===== config.mk =====
export PLATFORM = sky130hd
export DESIGN_NAME = ntt_butterfly_ctrl_flat
export DESIGN_NICKNAME = d
export VERILOG_FILES = /design/src/rtl/ntt_butterfly_ctrl_if.sv /design/src/rtl/ntt_butterfly_ctrl.sv /design/src/flat_wrapper.sv
export SDC_FILE = /design/constraint.sdc
export NUM_CORES = 1
export LEC_CHECK = 0
export BUFFER_PORTS_ARGS = -buffer_cell sky130_fd_sc_hd__buf_2
export CAP_MARGIN = 20
export CORE_UTILIZATION = 50
export DETAILED_ROUTE_END_ITERATION = 7
export GPL_TIMING_DRIVEN = 0
export HOLD_SLACK_MARGIN = 0.15
export PLACE_DENSITY_LB_ADDON = 0.1
export SLEW_MARGIN = 20
export SYNTH_ARGS = -nofsm -noshare
export SYNTH_HDL_FRONTEND = slang
export SYNTH_SLANG_ARGS = --single-unit

===== constraint.sdc =====
create_clock -name clk_i -period 6.95 [get_ports clk_i]
set_clock_uncertainty 0.2 [all_clocks]
set_input_delay 1.7375 -clock clk_i [delete_from_list [all_inputs] [get_ports clk_i]]
set_output_delay 1.7375 -clock clk_i [all_outputs]
set_load 0.02 [all_outputs]

===== src/rtl/ntt_butterfly_ctrl_if.sv =====
// Port bundle between the NTT butterfly sequencer and its surroundings.
// The slave side is the sequencer; the master side starts runs and consumes
// the read/twiddle/write-back address streams.
interface ntt_butterfly_ctrl_if;
    logic        start_i;
    logic        mode_i;
    logic        inv_i;
    logic        busy_o;
    logic        done_o;
    logic        rd_en_o;
    logic [7:0]  rd_addr_a_o;
    logic [7:0]  rd_addr_b_o;
    logic [7:0]  tw_addr_o;
    logic        wr_en_o;
    logic [7:0]  wr_addr_a_o;
    logic [7:0]  wr_addr_b_o;
    logic [22:0] q_o;
    logic        sel_mul_o;
    logic        sel_butterfly_o;

    modport master (
        output start_i, mode_i, inv_i,
        input  busy_o, done_o, rd_en_o, rd_addr_a_o, rd_addr_b_o, tw_addr_o,
        input  wr_en_o, wr_addr_a_o, wr_addr_b_o, q_o, sel_mul_o, sel_butterfly_o
    );

    modport slave (
        input  start_i, mode_i, inv_i,
        output busy_o, done_o, rd_en_o, rd_addr_a_o, rd_addr_b_o, tw_addr_o,
        output wr_en_o, wr_addr_a_o, wr_addr_b_o, q_o, sel_mul_o, sel_butterfly_o
    );
endinterface


===== src/rtl/ntt_butterfly_ctrl.sv =====
// Sequencer for a single shared butterfly unit running a 256-point in-place
// forward (CT) or inverse (GS) NTT for Kyber (7 stages) or Dilithium (8).
// One butterfly is issued per cycle; write-back addresses are the read
// addresses delayed by the RAM read plus butterfly pipeline latency.
module ntt_butterfly_ctrl #(
    parameter int RD_LAT = 1,
    parameter int BF_LAT = 1
) (
    input  logic clk_i,
    input  logic rst_i,
    ntt_butterfly_ctrl_if.slave bus
);
    // Cycles between the last read of a stage and its last write-back.
    localparam int D  = RD_LAT + BF_LAT;
    localparam int DW = (D > 1) ? $clog2(D) : 1;
    localparam logic [DW-1:0] DCNT_LAST = DW'((D > 0) ? D - 1 : 0);

    localparam logic [1:0] S_IDLE  = 2'd0;
    localparam logic [1:0] S_ISSUE = 2'd1;
    localparam logic [1:0] S_DRAIN = 2'd2;
    localparam logic [1:0] S_DONE  = 2'd3;

    localparam logic [22:0] Q_KYBER     = 23'd3329;
    localparam logic [22:0] Q_DILITHIUM = 23'd8380417;

    logic [1:0]    r_state;
    logic          r_mode;
    logic          r_inv;
    logic [2:0]    r_l;        // stage exponent, len = 2^r_l
    logic [6:0]    r_i;        // butterfly index within the stage
    logic [DW-1:0] r_dcnt;
    logic [22:0]   r_q;
    logic          r_sel_mul;
    logic          r_sel_bf;

    logic [2:0] w_lstop;
    logic       w_last_stage;
    logic [2:0] w_next_l;
    logic       w_rd_en;
    logic [7:0] w_len;
    logic [7:0] w_g;
    logic [7:0] w_o;
    logic [3:0] w_sh;
    logic [7:0] w_a;
    logic [7:0] w_b;
    logic [8:0] w_tw9;
    logic [7:0] w_rd_a;
    logic [7:0] w_rd_b;
    logic [7:0] w_tw;

    // Dilithium goes one stage further (len = 1) than Kyber (len = 2).
    assign w_lstop      = r_mode ? 3'd0 : 3'd1;
    assign w_last_stage = r_inv ? (r_l == 3'd7) : (r_l == w_lstop);
    assign w_next_l     = r_inv ? (r_l + 3'd1) : (r_l - 3'd1);

    // Main sequencer: stage/index counters, drain counter and latched run settings.
    always_ff @(posedge clk_i or posedge rst_i) begin
        if (rst_i) begin
            r_state   <= S_IDLE;
            r_mode    <= 1'b0;
            r_inv     <= 1'b0;
            r_l       <= 3'd0;
            r_i       <= 7'd0;
            r_dcnt    <= '0;
            r_q       <= 23'd0;
            r_sel_mul <= 1'b0;
            r_sel_bf  <= 1'b0;
        end else begin
            case (r_state)
                S_IDLE: begin
                    if (bus.start_i) begin
                        r_mode    <= bus.mode_i;
                        r_inv     <= bus.inv_i;
                        r_q       <= bus.mode_i ? Q_DILITHIUM : Q_KYBER;
                        r_sel_mul <= bus.mode_i;
                        r_sel_bf  <= bus.inv_i;
                        r_l       <= bus.inv_i ? (bus.mode_i ? 3'd0 : 3'd1) : 3'd7;
                        r_i       <= 7'd0;
                        r_state   <= S_ISSUE;
                    end
                end
                S_ISSUE: begin
                    r_i <= r_i + 7'd1;
                    if (r_i == 7'd127) begin
                        if (D == 0) begin
                            if (w_last_stage) begin
                                r_state <= S_DONE;
                            end else begin
                                r_l <= w_next_l;
                            end
                        end else begin
                            r_dcnt  <= '0;
                            r_state <= S_DRAIN;
                        end
                    end
                end
                S_DRAIN: begin
                    if (r_dcnt == DCNT_LAST) begin
                        if (w_last_stage) begin
                            r_state <= S_DONE;
                        end else begin
                            r_l     <= w_next_l;
                            r_state <= S_ISSUE;
                        end
                    end else begin
                        r_dcnt <= r_dcnt + 1'b1;
                    end
                end
                default: begin
                    r_state <= S_IDLE;
                end
            endcase
        end
    end

    // Butterfly address generation: group g, offset o within the group.
    always_comb begin
        w_rd_en = (r_state == S_ISSUE);
        w_len   = 8'd1 << r_l;
        w_g     = {1'b0, r_i} >> r_l;
        w_o     = {1'b0, r_i} & (w_len - 8'd1);
        w_sh    = {1'b0, r_l} + 4'd1;
        w_a     = (w_g << w_sh) + w_o;
        w_b     = w_a + w_len;
        // Forward walks twiddles upward from 2^(7-L); inverse walks them
        // downward from 2^(8-L)-1, which needs a 9th bit when L = 0.
        if (r_inv) begin
            w_tw9 = (9'd256 >> r_l) - 9'd1 - {1'b0, w_g};
        end else begin
            w_tw9 = (9'd128 >> r_l) + {1'b0, w_g};
        end
        w_rd_a = w_rd_en ? w_a : 8'd0;
        w_rd_b = w_rd_en ? w_b : 8'd0;
        w_tw   = w_rd_en ? w_tw9[7:0] : 8'd0;
    end

    assign bus.rd_en_o         = w_rd_en;
    assign bus.rd_addr_a_o     = w_rd_a;
    assign bus.rd_addr_b_o     = w_rd_b;
    assign bus.tw_addr_o       = w_tw;
    assign bus.busy_o          = (r_state == S_ISSUE) || (r_state == S_DRAIN);
    assign bus.done_o          = (r_state == S_DONE);
    assign bus.q_o             = r_q;
    assign bus.sel_mul_o       = r_sel_mul;
    assign bus.sel_butterfly_o = r_sel_bf;

    // Write-back pipeline: read strobe/addresses delayed by exactly D cycles.
    generate
        if (D == 0) begin : g_nopipe
            assign bus.wr_en_o     = w_rd_en;
            assign bus.wr_addr_a_o = w_rd_a;
            assign bus.wr_addr_b_o = w_rd_b;
        end else begin : g_pipe
            logic       r_pen [D];
            logic [7:0] r_pa  [D];
            logic [7:0] r_pb  [D];

            for (genvar gi = 0; gi < D; gi++) begin : g_stage
                if (gi == 0) begin : g_first
                    // First stage captures the live read strobe and addresses.
                    always_ff @(posedge clk_i or posedge rst_i) begin
                        if (rst_i) begin
                            r_pen[0] <= 1'b0;
                            r_pa[0]  <= 8'd0;
                            r_pb[0]  <= 8'd0;
                        end else begin
                            r_pen[0] <= w_rd_en;
                            r_pa[0]  <= w_rd_a;
                            r_pb[0]  <= w_rd_b;
                        end
                    end
                end else begin : g_next
                    // Later stages shift the previous stage along.
                    always_ff @(posedge clk_i or posedge rst_i) begin
                        if (rst_i) begin
                            r_pen[gi] <= 1'b0;
                            r_pa[gi]  <= 8'd0;
                            r_pb[gi]  <= 8'd0;
                        end else begin
                            r_pen[gi] <= r_pen[gi-1];
                            r_pa[gi]  <= r_pa[gi-1];
                            r_pb[gi]  <= r_pb[gi-1];
                        end
                    end
                end
            end

            assign bus.wr_en_o     = r_pen[D-1];
            assign bus.wr_addr_a_o = r_pa[D-1];
            assign bus.wr_addr_b_o = r_pb[D-1];
        end
    endgenerate
endmodule


===== src/flat_wrapper.sv =====
// flat-port wrapper written by rule: the top's interface ports become plain ports
module ntt_butterfly_ctrl_flat 
#(
    parameter int RD_LAT = 1,
    parameter int BF_LAT = 1
)
  (clk_i, rst_i, bus_start_i, bus_mode_i, bus_inv_i, bus_busy_o, bus_done_o, bus_rd_en_o, bus_rd_addr_a_o, bus_rd_addr_b_o, bus_tw_addr_o, bus_wr_en_o, bus_wr_addr_a_o, bus_wr_addr_b_o, bus_q_o, bus_sel_mul_o, bus_sel_butterfly_o);
  ntt_butterfly_ctrl_if bus_i ();
  input  logic clk_i;
  input  logic rst_i;
  input wire logic [$bits(bus_i.start_i)-1:0] bus_start_i;
  input wire logic [$bits(bus_i.mode_i)-1:0] bus_mode_i;
  input wire logic [$bits(bus_i.inv_i)-1:0] bus_inv_i;
  output wire logic [$bits(bus_i.busy_o)-1:0] bus_busy_o;
  output wire logic [$bits(bus_i.done_o)-1:0] bus_done_o;
  output wire logic [$bits(bus_i.rd_en_o)-1:0] bus_rd_en_o;
  output wire logic [$bits(bus_i.rd_addr_a_o)-1:0] bus_rd_addr_a_o;
  output wire logic [$bits(bus_i.rd_addr_b_o)-1:0] bus_rd_addr_b_o;
  output wire logic [$bits(bus_i.tw_addr_o)-1:0] bus_tw_addr_o;
  output wire logic [$bits(bus_i.wr_en_o)-1:0] bus_wr_en_o;
  output wire logic [$bits(bus_i.wr_addr_a_o)-1:0] bus_wr_addr_a_o;
  output wire logic [$bits(bus_i.wr_addr_b_o)-1:0] bus_wr_addr_b_o;
  output wire logic [$bits(bus_i.q_o)-1:0] bus_q_o;
  output wire logic [$bits(bus_i.sel_mul_o)-1:0] bus_sel_mul_o;
  output wire logic [$bits(bus_i.sel_butterfly_o)-1:0] bus_sel_butterfly_o;
  assign bus_i.start_i = bus_start_i;
  assign bus_i.mode_i = bus_mode_i;
  assign bus_i.inv_i = bus_inv_i;
  assign bus_busy_o = bus_i.busy_o;
  assign bus_done_o = bus_i.done_o;
  assign bus_rd_en_o = bus_i.rd_en_o;
  assign bus_rd_addr_a_o = bus_i.rd_addr_a_o;
  assign bus_rd_addr_b_o = bus_i.rd_addr_b_o;
  assign bus_tw_addr_o = bus_i.tw_addr_o;
  assign bus_wr_en_o = bus_i.wr_en_o;
  assign bus_wr_addr_a_o = bus_i.wr_addr_a_o;
  assign bus_wr_addr_b_o = bus_i.wr_addr_b_o;
  assign bus_q_o = bus_i.q_o;
  assign bus_sel_mul_o = bus_i.sel_mul_o;
  assign bus_sel_butterfly_o = bus_i.sel_butterfly_o;
  ntt_butterfly_ctrl #(.RD_LAT(RD_LAT), .BF_LAT(BF_LAT)) u_core (.clk_i(clk_i), .rst_i(rst_i), .bus(bus_i));
endmodule

==> results of run 1 <==
==> worst max-delay path: cells and delay by family, from the launching register on <==
family	cells	cell delay, ps
AOI/OAI and AO/OA	5	770
xor gates and xnor gates	2	260
adders and majority gates	4	1240
buffers and inverters	7	920
DFF	1	440
and+or+nand+nor	5	850
==> cells by family (layout without fill, tap and decap cells) <==
| kind of cell | Yosys count | count (layout) |
|---|---|---|
| buffers and inverters | 82 | 165 |
| xor gates and xnor gates | 24 | 24 |
| and+or+nand+nor | 142 | 142 |
| other | 1 | 9 |
| AOI/OAI and AO/OA | 86 | 86 |
| adders and majority gates | 45 | 45 |
| DFF | 51 | 51 |
| muxes | 22 | 22 |
==> metal layers <==
metal	up-vias	part of all wire, %
met5	-	0
met4	0	1.4
met3	14	5.5
met2	96	48
met1	1629	45
li1	1684	-
==> registers in the layout, summed over array words and instances, names as in the netlist <==
signal	flops
u_core.r_dcnt	1
u_core.g_pipe.r_pa	8
u_core.r_l	3
u_core.r_inv	1
u_core.bus.wr_addr_b_o	8
u_core.bus.wr_en_o	1
u_core.r_i	7
u_core.g_pipe.r_pen	1
u_core.r_state	2
u_core.bus.q_o	3
u_core.g_pipe.r_pb	8
u_core.bus.wr_addr_a_o	8
==> stage by stage <==
stage	util [%]	total power, W	worst slack [ps]	hold slack, ps
after floorplan	-	0.0003160	673.3	131.2
after global placement	58.74	0.0003191	76.40	131.2
after global routing	62.56	0.0005399	-88.93	163.0
after CTS	60.79	0.0005291	9.136	157.3
after detailed placement	58.99	0.0003209	63.20	134.7
final	62.56	0.0005233	213.1	153.8
==> layout make-up <==
class	count	area, um^2	share of cell area [%]
Multi-Input combinational cell	328	2434	49.57
Sequential cell	51	1279	26.04
Buffer	56	431.7	8.792
Timing Repair Buffer	76	427.9	8.716
Tap cell	102	127.6	2.599
Inverter	25	97.59	1.988
Clock buffer	5	68.82	1.402
Clock inverter	3	43.79	0.8919
==> power breakdown <==
part           internal [W]  leakage (nW)  switching [W]
combinational    0.00000620          1.74      0.0000120
sequential         0.000296         0.566              0
clock              0.000107        0.0581       0.000101
==> cells in the final DEF (no fill, tap or decap), drive strengths merged, types with 3 or more instances in the layout <==
| cell type | netlist | final |
|---|---|---|
| a211oi | 3 | 3 |
| a21boi | 3 | 3 |
| a21o | 5 | 5 |
| a21oi | 23 | 23 |
| a22o | 3 | 3 |
| and2 | 15 | 15 |
| and3 | 6 | 6 |
| buf | 45 | 121 |
| clkbuf | 12 | 15 |
| conb | 1 | 9 |
| dfrtp | 51 | 51 |
| fa | 4 | 4 |
| ha | 36 | 36 |
| inv | 25 | 24 |
| maj3 | 5 | 5 |
| mux2 | 5 | 5 |
| mux2i | 13 | 13 |
| mux4 | 4 | 4 |
| nand2 | 33 | 33 |
| nand2b | 6 | 6 |
| nand3 | 11 | 11 |
| nor2 | 35 | 35 |
| nor2b | 12 | 12 |
| nor3 | 9 | 9 |
| nor3b | 4 | 4 |
| o21a | 3 | 3 |
| o21ai | 26 | 26 |
| o21bai | 4 | 4 |
| o22ai | 3 | 3 |
| o31ai | 3 | 3 |
| or2 | 3 | 3 |
| or3 | 4 | 4 |
| xnor2 | 18 | 18 |
| xor2 | 6 | 6 |
==> worst paths after layout <==
path	end	slack, ps	cells after the start	start
min in group asynchronous	u_core.bus.q_o[21]	1210	2	rst_i
max reg2reg	u_core.g_pipe.r_pb[15]	2320	22	u_core.r_l[0]
min	u_core.bus.wr_addr_a_o[2]	150	0	u_core.g_pipe.r_pa[10]
max in group asynchronous	u_core.bus.wr_addr_b_o[7]	4830	3	rst_i
min reg2reg	u_core.bus.wr_addr_a_o[2]	150	0	u_core.g_pipe.r_pa[10]
max	bus_rd_addr_b_o[7]	210	23	u_core.r_l[0]
==> timing repair <==
| item | CTS | global route |
|---|---|---|
| hold buffers | 1 | 0 |
| gates resized for setup | 6 | 22 |
| endpoints found under the hold margin | 1 | 0 |
| setup endpoints to repair | 1 | 2 |
| pin swaps | 0 | 6 |
| setup buffers | 0 | 10 |
==> parameters.txt, run 1 <==
Parameter                              Value

Layout
  Antenna diodes    0
  Final Net Count    a little under 600
  Post-route cell area    around 0.0049 mm^2
  # fillers    between 700 and 800
  Area delta synth->final    18.84%
  Final Non-Filler Cells    ~650
  Fraction of final layout cells sized beyond drive strength 1    30.70%

Logic synthesis
  Most used standard cells in the synthesized netlist    dfrtp_1 (51), buf_4 (38), ha_1 (36)
  Adder-cell area share of the yosys netlist    around 14%
  Sequential cell area fraction in the yosys report    between 30 and 40%
  Number of enable-type register cells in the synthesized netlist    0
  Predominant post-synthesis flop cell    dfrtp_1
  Cell type with the largest total area after synthesis    dfrtp_1
  Simple logic cell fraction of the synthesized area    ~17%
  Total number of yosys warnings    0
  Multiplexer area fraction after synthesis    roughly 6.9%
  Synthesized netlist cell count    about 450
  Share of synthesized registers carrying an async set or reset    100.0%
  Post-synthesis compound-gate area fraction    between 10% and 20%
  Top-area cell type share of the netlist area    about 31%
  Combinational family with the most area after synthesis    simple AND/OR/NAND/NOR gates
  XOR/XNOR Fraction of Synth Area    approximately 5.3%
  Average cell area after synthesis    about 9.1 um^2
  Yosys reg bits    51
  Most frequently used cell type in the post-synthesis netlist    dfrtp_1
  Distinct cell type count of the synthesized netlist    between 50 and 60
  Dominant cells by area after synthesis    dfrtp_1 (31%), ha_1 (11%), buf_4 (6.9%)
  Post-Synthesis Cell Area    just over 0.004 mm^2

Floorplan
  Ports    74
  Initial standard-cell utilization of the core    a little over half
  Total number of placement rows    32
  Die outline width    between 90 and 100 um
  Die Height    between 90 and 100 um
  Core area    ~0.0078 mm^2
  Full die area    ~0.0086 mm^2

Worst setup path
  Critical Path Fanout Max    10
  Endpoint kind of the worst setup timing path    output pin
  Crit-path slowest cell    dfrtp_2
  Critical Path, Cell by Cell    buf_6 -> buf_6 -> inv_1 -> buf_8 -> ha_2 -> clkbuf_8 -> nor4b_4 -> ha_2 -> inv_1 -> fa_2 -> nor2b_2 -> o21ai_1 -> a21boi_1 -> nor2_1 -> ha_1 -> and3_1 -> a21oi_2 -> o21ai_2 -> o41ai_2 -> xnor2_1 -> xnor2_1 -> nor2b_1 -> buf_4
  Data required, critical path    5010 ps
  Startpoint Class    flip-flop
  Largest incremental delay on the critical path    between 400 and 500 ps
  Arrival @ worst endpoint    4800 ps
  Startpoint-to-endpoint class of the critical path    reg -> out

Run
  Count of max-cap constraint violations    0

Power
  P_leak    2.366 nW
  Pwr/cell area    roughly 110 mW/mm^2
  Worst IR Drop VDD    0.07195 mV

Clock network
  Later-pin clock latency in the skew report    300 ps
  Cell chosen for the clock root    clkbuf_8
  Clock edge transition at the registers on the reported setup and hold paths    around 100 ps
  Clock tree from TritonCTS    done
  Clock Sinks    51
  Maximum level of the CTS H-tree    2
  Max Buffers Root-to-Sink    2
  TritonCTS Buffers    5

GRT
  Most used routing layer    met2
  Routing usage on met3    under 10%
  Remaining global-route overflow    0
  GR met2 Demand/Resource    between 30% and 40%
  M1 GR Usage    30.40%
  Number of global-route vias before repair    3202
  First-pass GRT wire length    between 15000 and 20000 um
  Initial antenna violation count    0
  Pin count of the biggest net entering global routing    36
  GR Util All Layers    22.81%

STA
  Hold violation total from the final report    0
  Number of endpoints failing setup at the final stage    0
  Final Cycle Share    around 97%
  Accumulated negative setup slack    0 ps
  Fmax    148.4 MHz
  Number of pins exceeding their max-slew limit in the final report    0
  Measured slew at the worst slew-check pin    around 560 ps
  Max transition margin    between 60 and 70%
  Clock period minus final worst setup slack    between 6000 and 7000 ps

Placed design
  HPWL after detailed placement    slightly above 7000 um
  Number of placed instances with taps included    approximately 630
  Dpl cell area    between 0.004 and 0.005 mm^2
  PortBufs    64
  Placer's final routability congestion estimate    approximately 0.95

Detailed routing
  Routed WL    between 9000 and 10000 um
  Vias per std cell    5.299
  Remaining antenna violation count after routing    0
  Per-cell routed wire length    14.77 um
  Number of search-and-repair iterations in the first detailed-routing pass    4
  Number of remaining DRC errors    0
  Vias post-DR    about 3400
  Starting DRT DRC Count    213

Run status
  Result of the run    complete, no violations

Worst hold path
  Worst min-delay path category    reg -> reg
Note: power is estimated with default switching activity, not from simulation.
==> run 2, diff against run 1 <==
CORE_UTILIZATION = 25   (was 50)
==> parameters.txt, run 2 (synthesized netlist as in run 1, its figures left out) <==
Parameter                              Value

Detailed routing
  Vias per std cell    4.314
  Per-cell routed wire length    around 14 um
  Remaining antenna violation count after routing    0
  Number of search-and-repair iterations in the first detailed-routing pass    4
  Routed WL    10640 um
  Number of remaining DRC errors    0
  Vias post-DR    ~3300
  Starting DRT DRC Count    about 150

Worst setup path
  Data required, critical path    5010 ps
  Arrival @ worst endpoint    4720 ps
  Endpoint kind of the worst setup timing path    output pin
  Startpoint-to-endpoint class of the critical path    reg -> out
  Startpoint Class    flip-flop
  Critical Path Fanout Max    10

Power
  Net switching power figure    ~0.00012 W
  Relative contribution of combinational cells to total power    just over 3%
  Power Internal    0.0004711 W
  Net Sw Frac    about a fifth
  Sum of internal, switching and leakage power    slightly below 0.0006 W
  P_leak    around 2.4 nW
  Portion of total power attributed to the clock network    between 40% and 50%
  Worst IR Drop VDD    between 0.07 and 0.08 mV
  Pwr/cell area    115.4 mW/mm^2
  Share of power burned in registers    50.2%

STA
  Final Cycle Share    95.85%
  Number of pins exceeding their max-slew limit in the final report    0
  Max transition margin    a little over 60%
  Measured slew at the worst slew-check pin    593.0 ps
  Number of endpoints failing setup at the final stage    0
  Post-route worst setup slack    288.3 ps
  Unrepaired setup endpoints after global routing    false
  Fmax    150.1 MHz
  Clock period minus final worst setup slack    6662 ps
  Hold violation total from the final report    0

Floorplan
  Core area    0.01600 mm^2
  Full die area    about 0.017 mm^2
  Die Height    130.6 um
  Initial standard-cell utilization of the core    25.82%
  Ports    74
  Total number of placement rows    between 40 and 50
  Die outline width    about 130 um

Layout
  Core occupancy in the finished layout    a little under a third
  Total area of multi-input combinational cells    0.002452 mm^2
  Antenna diodes    0
  Final Net Count    a little under 600
  Most used cells in the layout excluding fill and tap cells    buf_2 (65), dfrtp_1 (49), buf_4 (44)
  Area delta synth->final    23.92%
  Final Non-Filler Cells    between 700 and 800
  Sequential cell area in the final layout    about 0.0013 mm^2
  Fraction of final layout cells sized beyond drive strength 1    a little under a third
  # fillers    around 1700
  Most common cell after layout, fill and taps aside    buf_2

Clock network
  Clock edge transition at the registers on the reported setup and hold paths    roughly 70 ps
  Clock tree from TritonCTS    done
  Max Buffers Root-to-Sink    2
  Clock Sinks    51
  TritonCTS Buffers    5
  Later-pin clock latency in the skew report    approximately 300 ps
  Maximum level of the CTS H-tree    2
  Cell chosen for the clock root    clkbuf_16

Placed design
  PortBufs    64
  Worst setup slack after placement    -144.1 ps
  HPWL after detailed placement    around 8300 um
  Placer's final routability congestion estimate    around 0.80
  Number of placed instances with taps included    742

Worst hold path
  Worst min-delay path category    reg -> reg

GRT
  Remaining global-route overflow    0
  Pin count of the biggest net entering global routing    31
  GR Util All Layers    a little over an eighth
  First-pass GRT wire length    16990 um
  Initial antenna violation count    0
  Number of global-route vias before repair    3156

Run
  Count of max-cap constraint violations    0

Run status
  Result of the run    complete, no violations
[run 2: cell count changes in the layout (fill, tap and decap cells not counted), moves of 2 or more]
cell and change:
clkbuf_16 +5, buf_4 -5, dlygate4sd3_1 +2, clkbuf_8 -5
ha_1 -2
[run 2: layer usage]
metal  part of all wire (%)  wire, um  GRT usage [%]
met3                    3.7       395          2.524
met2                     46      4862          21.69
met1                     49      5212          17.53
met4                    1.6       172          4.260
met5                      0         0              0
[run 2: cell type report]
| type | count | share of cell area, % |
|---|---|---|
| tap | 216 | 5.279 |
| timing repair buffer | 74 | 8.407 |
| clock inverter | 1 | 0.5865 |
| buffer | 56 | 8.431 |
| sequential | 51 | 24.98 |
| multi-input combinational | 328 | 47.90 |
| inverter | 25 | 1.906 |
| clock buffer | 6 | 2.517 |
[run 2: repair_timing]
item / CTS / global route
pin swaps: 2 / 7
endpoints found under the hold margin: 3 / 0
gates resized for setup: 14 / 17
setup buffers: 2 / 4
endpoints found under the setup margin: 2 / 2
hold buffers: 3 / 0
[run 2: per-stage QoR]
| step | hold slack, ps | cell area (um^2) | TNS [ps] |
|---|---|---|---|
| 4_1_cts | 150.7 | 5026 | 0 |
| 3_3_place_gp | 132.0 | 4752 | -205.8 |
| 3_5_place_dp | 134.7 | 4772 | -144.1 |
| 5_1_grt | 152.8 | 5120 | 0 |
| 6_report | 147.4 | 5120 | 0 |
| 2_1_floorplan | 131.2 | 4161 | 0 |
[run 2: final timing paths]
| kind | slack, ps | from | endpoint | cells after the start |
|---|---|---|---|---|
| max | 290 | u_core.r_l[1] | bus_rd_addr_b_o[7] | 20 |
| min | 150 | u_core.g_pipe.r_pb[11] | u_core.bus.wr_addr_b_o[3] | 0 |
| max reg2reg | 2410 | u_core.r_l[1] | u_core.g_pipe.r_pb[15] | 19 |
| min reg2reg | 150 | u_core.g_pipe.r_pb[11] | u_core.bus.wr_addr_b_o[3] | 0 |
| max in group asynchronous | 4740 | rst_i | u_core.bus.wr_addr_b_o[7] | 3 |
| min in group asynchronous | 1270 | rst_i | u_core.r_i[3] | 2 |
[run 2: power by group through the flow]
stage                     clock network [W]  registers (W)  logic (W)
after floorplan                           0       0.000302  0.0000136
after global routing               0.000297       0.000296  0.0000209
after CTS                          0.000289       0.000297  0.0000188
after global placement                    0       0.000302  0.0000172
final                              0.000276       0.000297  0.0000181
after detailed placement                  0       0.000302  0.0000188
[run 2: worst max-delay path, cell delays in order (launching register included)]
cell and delay, ps:
dfrtp_2 460, buf_6 160, inv_1 190, mux2i_1 370
mux4_2 350, nor3b_2 250, inv_1 90, fa_1 460
nor2b_1 160, o21ai_2 80, nor3b_2 160, nor2_2 180
ha_4 240, and3_1 160, a21oi_1 150, o21ai_2 110
o41ai_2 250, xnor2_1 130, xnor2_1 130, nor2b_1 160
buf_4 170
==> run 3, diff against run 2 <==
--- a/config.mk
+++ b/config.mk
@@ -7,3 +7,3 @@
 export LEC_CHECK = 0
-export BUFFER_PORTS_ARGS = -buffer_cell sky130_fd_sc_hd__buf_2
+export BUFFER_PORTS_ARGS = -buffer_cell sky130_fd_sc_hd__clkbuf_2
 export CAP_MARGIN = 20
--- a/constraint.sdc
+++ b/constraint.sdc
@@ -4,2 +4,2 @@
 set_output_delay 1.7375 -clock clk_i [all_outputs]
-set_load 0.02 [all_outputs]
+set_load 0.01 [all_outputs]
==> parameters.txt, run 3 (synthesized netlist as in run 1, its figures left out) <==
Parameter                              Value

Run status
  Result of the run    complete, no violations

Floorplan
  Core area    ~0.016 mm^2
  Initial standard-cell utilization of the core    25.82%
  Full die area    around 0.017 mm^2
  Total number of placement rows    46
  Die Height    between 100 and 150 um
  Ports    74
  Die outline width    130.6 um

Detailed routing
  Vias post-DR    about 3300
  Number of remaining DRC errors    0
  Routed WL    about 11000 um
  Starting DRT DRC Count    133
  Remaining antenna violation count after routing    0
  Per-cell routed wire length    roughly 14 um
  Number of search-and-repair iterations in the first detailed-routing pass    4
  Vias per std cell    between 4 and 5

Run
  Count of max-cap constraint violations    0

Placed design
  PortBufs    64
  HPWL after detailed placement    between 8000 and 9000 um
  Placer's final routability congestion estimate    a little over 0.8
  Worst setup slack after placement    -149.6 ps
  Dpl cell area    between 0.004 and 0.005 mm^2
  Number of placed instances with taps included    around 740

Layout
  Most used cells in the layout excluding fill and tap cells    clkbuf_2 (65), buf_4 (49), dfrtp_1 (49)
  Final Non-Filler Cells    761
  # fillers    1740
  Area delta synth->final    23.38%
  Antenna diodes    0
  Post-route cell area    0.005097 mm^2
  Most common cell after layout, fill and taps aside    clkbuf_2
  Fraction of final layout cells sized beyond drive strength 1    a little under 30%
  Final Net Count    590

Worst setup path
  Critical Path Fanout Max    10
  Crit-path slowest cell    dfrtp_2
  CP delay by family, top    adder cells
  Data required, critical path    5010 ps
  Flop2flop setup slack    approximately 2300 ps
  Buffers & Inverters on Critical Path    7
  Arrival @ worst endpoint    about 4700 ps
  Startpoint-to-endpoint class of the critical path    reg -> out
  Largest incremental delay on the critical path    ~440 ps
  Critical Path, Cell by Cell    buf_8 -> buf_6 -> inv_1 -> buf_8 -> ha_2 -> clkbuf_8 -> nor4b_4 -> ha_2 -> inv_1 -> fa_2 -> nor2b_1 -> o21ai_1 -> a21boi_1 -> nor2_1 -> ha_1 -> and3_1 -> a21oi_1 -> o21ai_2 -> o41ai_2 -> xnor2_1 -> xnor2_1 -> nor2b_1 -> buf_2
  Startpoint Class    flip-flop
  Endpoint kind of the worst setup timing path    output pin

Power
  Sum of internal, switching and leakage power    ~0.00059 W
  P_leak    around 2.4 nW
  Pwr/cell area    roughly 120 mW/mm^2
  Worst IR Drop VDD    around 0.081 mV

GRT
  Most used routing layer    met2
  First-pass GRT wire length    16980 um
  Number of global-route vias before repair    about 3100
  GR Util All Layers    about an eighth
  Remaining global-route overflow    0
  GR met2 Demand/Resource    between 20 and 25%
  Pin count of the biggest net entering global routing    52
  M1 GR Usage    between 10% and 20%
  Routing usage on met3    around 2.5%
  Initial antenna violation count    0

STA
  Final Cycle Share    ~96%
  Post-route worst setup slack    288.5 ps
  Number of pins exceeding their max-slew limit in the final report    0
  Number of endpoints failing setup at the final stage    0
  Clock period minus final worst setup slack    between 6000 and 7000 ps
  Fmax    between 150 and 200 MHz
  Measured slew at the worst slew-check pin    approximately 640 ps
  Accumulated negative setup slack    0 ps
  Hold violation total from the final report    0
  Max transition margin    57.16%

Clock network
  Clock edge transition at the registers on the reported setup and hold paths    70 ps
  Maximum level of the CTS H-tree    2
  Max Buffers Root-to-Sink    2
  Clock Sinks    51
  Later-pin clock latency in the skew report    300 ps
  TritonCTS Buffers    5
  Cell chosen for the clock root    clkbuf_16
  Clock tree from TritonCTS    done

Worst hold path
  Worst min-delay path category    reg -> reg
run 3: cell types whose count changed in the layout (fill, tap and decap cells not counted), sizes merged:
cell and change:
buf -59, clkbuf +63
run 3: worst paths after layout:
path | start | endpoint | cells after the start
worst max-delay path | u_core.r_l[0] | bus_rd_addr_b_o[7] | 23
worst min-delay path | u_core.g_pipe.r_pa[15] | u_core.bus.wr_addr_a_o[7] | 0
worst max register to register | u_core.r_l[0] | u_core.g_pipe.r_pb[15] | 23
worst min register to register | u_core.g_pipe.r_pa[15] | u_core.bus.wr_addr_a_o[7] | 0
max in group asynchronous | rst_i | u_core.r_l[1] | 2
min in group asynchronous | rst_i | u_core.r_i[3] | 2
run 3: routing by layer:
layer / up-vias / part of all wire [%]
li1: 1679 / -
met4: 0 / 1.4
met5: - / 0
met1: 1548 / 49
met3: 11 / 4.1
met2: 66 / 46
run 3: worst register-to-register path: stages (launching register included):
cell      delay [ps]
dfrtp_2          440
buf_8            160
buf_6            150
inv_1            100
buf_8            130
ha_2             270
clkbuf_8         170
nor4b_4          320
ha_2             230
inv_1             50
fa_2             350
nor2b_1          120
o21ai_1           80
a21boi_1         190
nor2_1            90
ha_1             330
and3_1           190
a21oi_1          140
o21ai_2          100
o41ai_2          230
xnor2_1          170
xnor2_1          140
nor2b_1           80
buf_4            130
run 3: layout make-up:
type                    count  area, um^2  share of cell area, %
multi-input cells         328        2421                  47.50
flip-flops and latches     51        1279                  25.09
plain buffers              56       435.4                  8.542
repair buffers             78       432.9                  8.493
well taps                 216       270.3                  5.302
clock buffers               6       128.9                  2.528
inverters                  25       100.1                  1.964
clock inverters             1       30.03                 0.5891
run 3: where the power goes:
| group | switching (W) | internal, W |
|---|---|---|
| clock | 0.000107 | 0.000168 |
| combinational | 0.00000982 | 0.00000500 |
| sequential | 0 | 0.000297 |
run 3: what timing repair did:
action,CTS,global route
cloned,0,0
pin swaps,4,9
setup buffers,4,7
hold buffers,3,0
hold endpoints to repair,3,0
endpoints found under the setup margin,2,1
resized for setup,14,11
run 3: through the flow:
step	util, %	hold WS (ps)
after floorplan	-	131.2
after global placement	29.70	131.9
after detailed placement	29.72	134.7
after CTS	31.36	150.2
after global routing	31.86	152.5
final	31.86	146.3
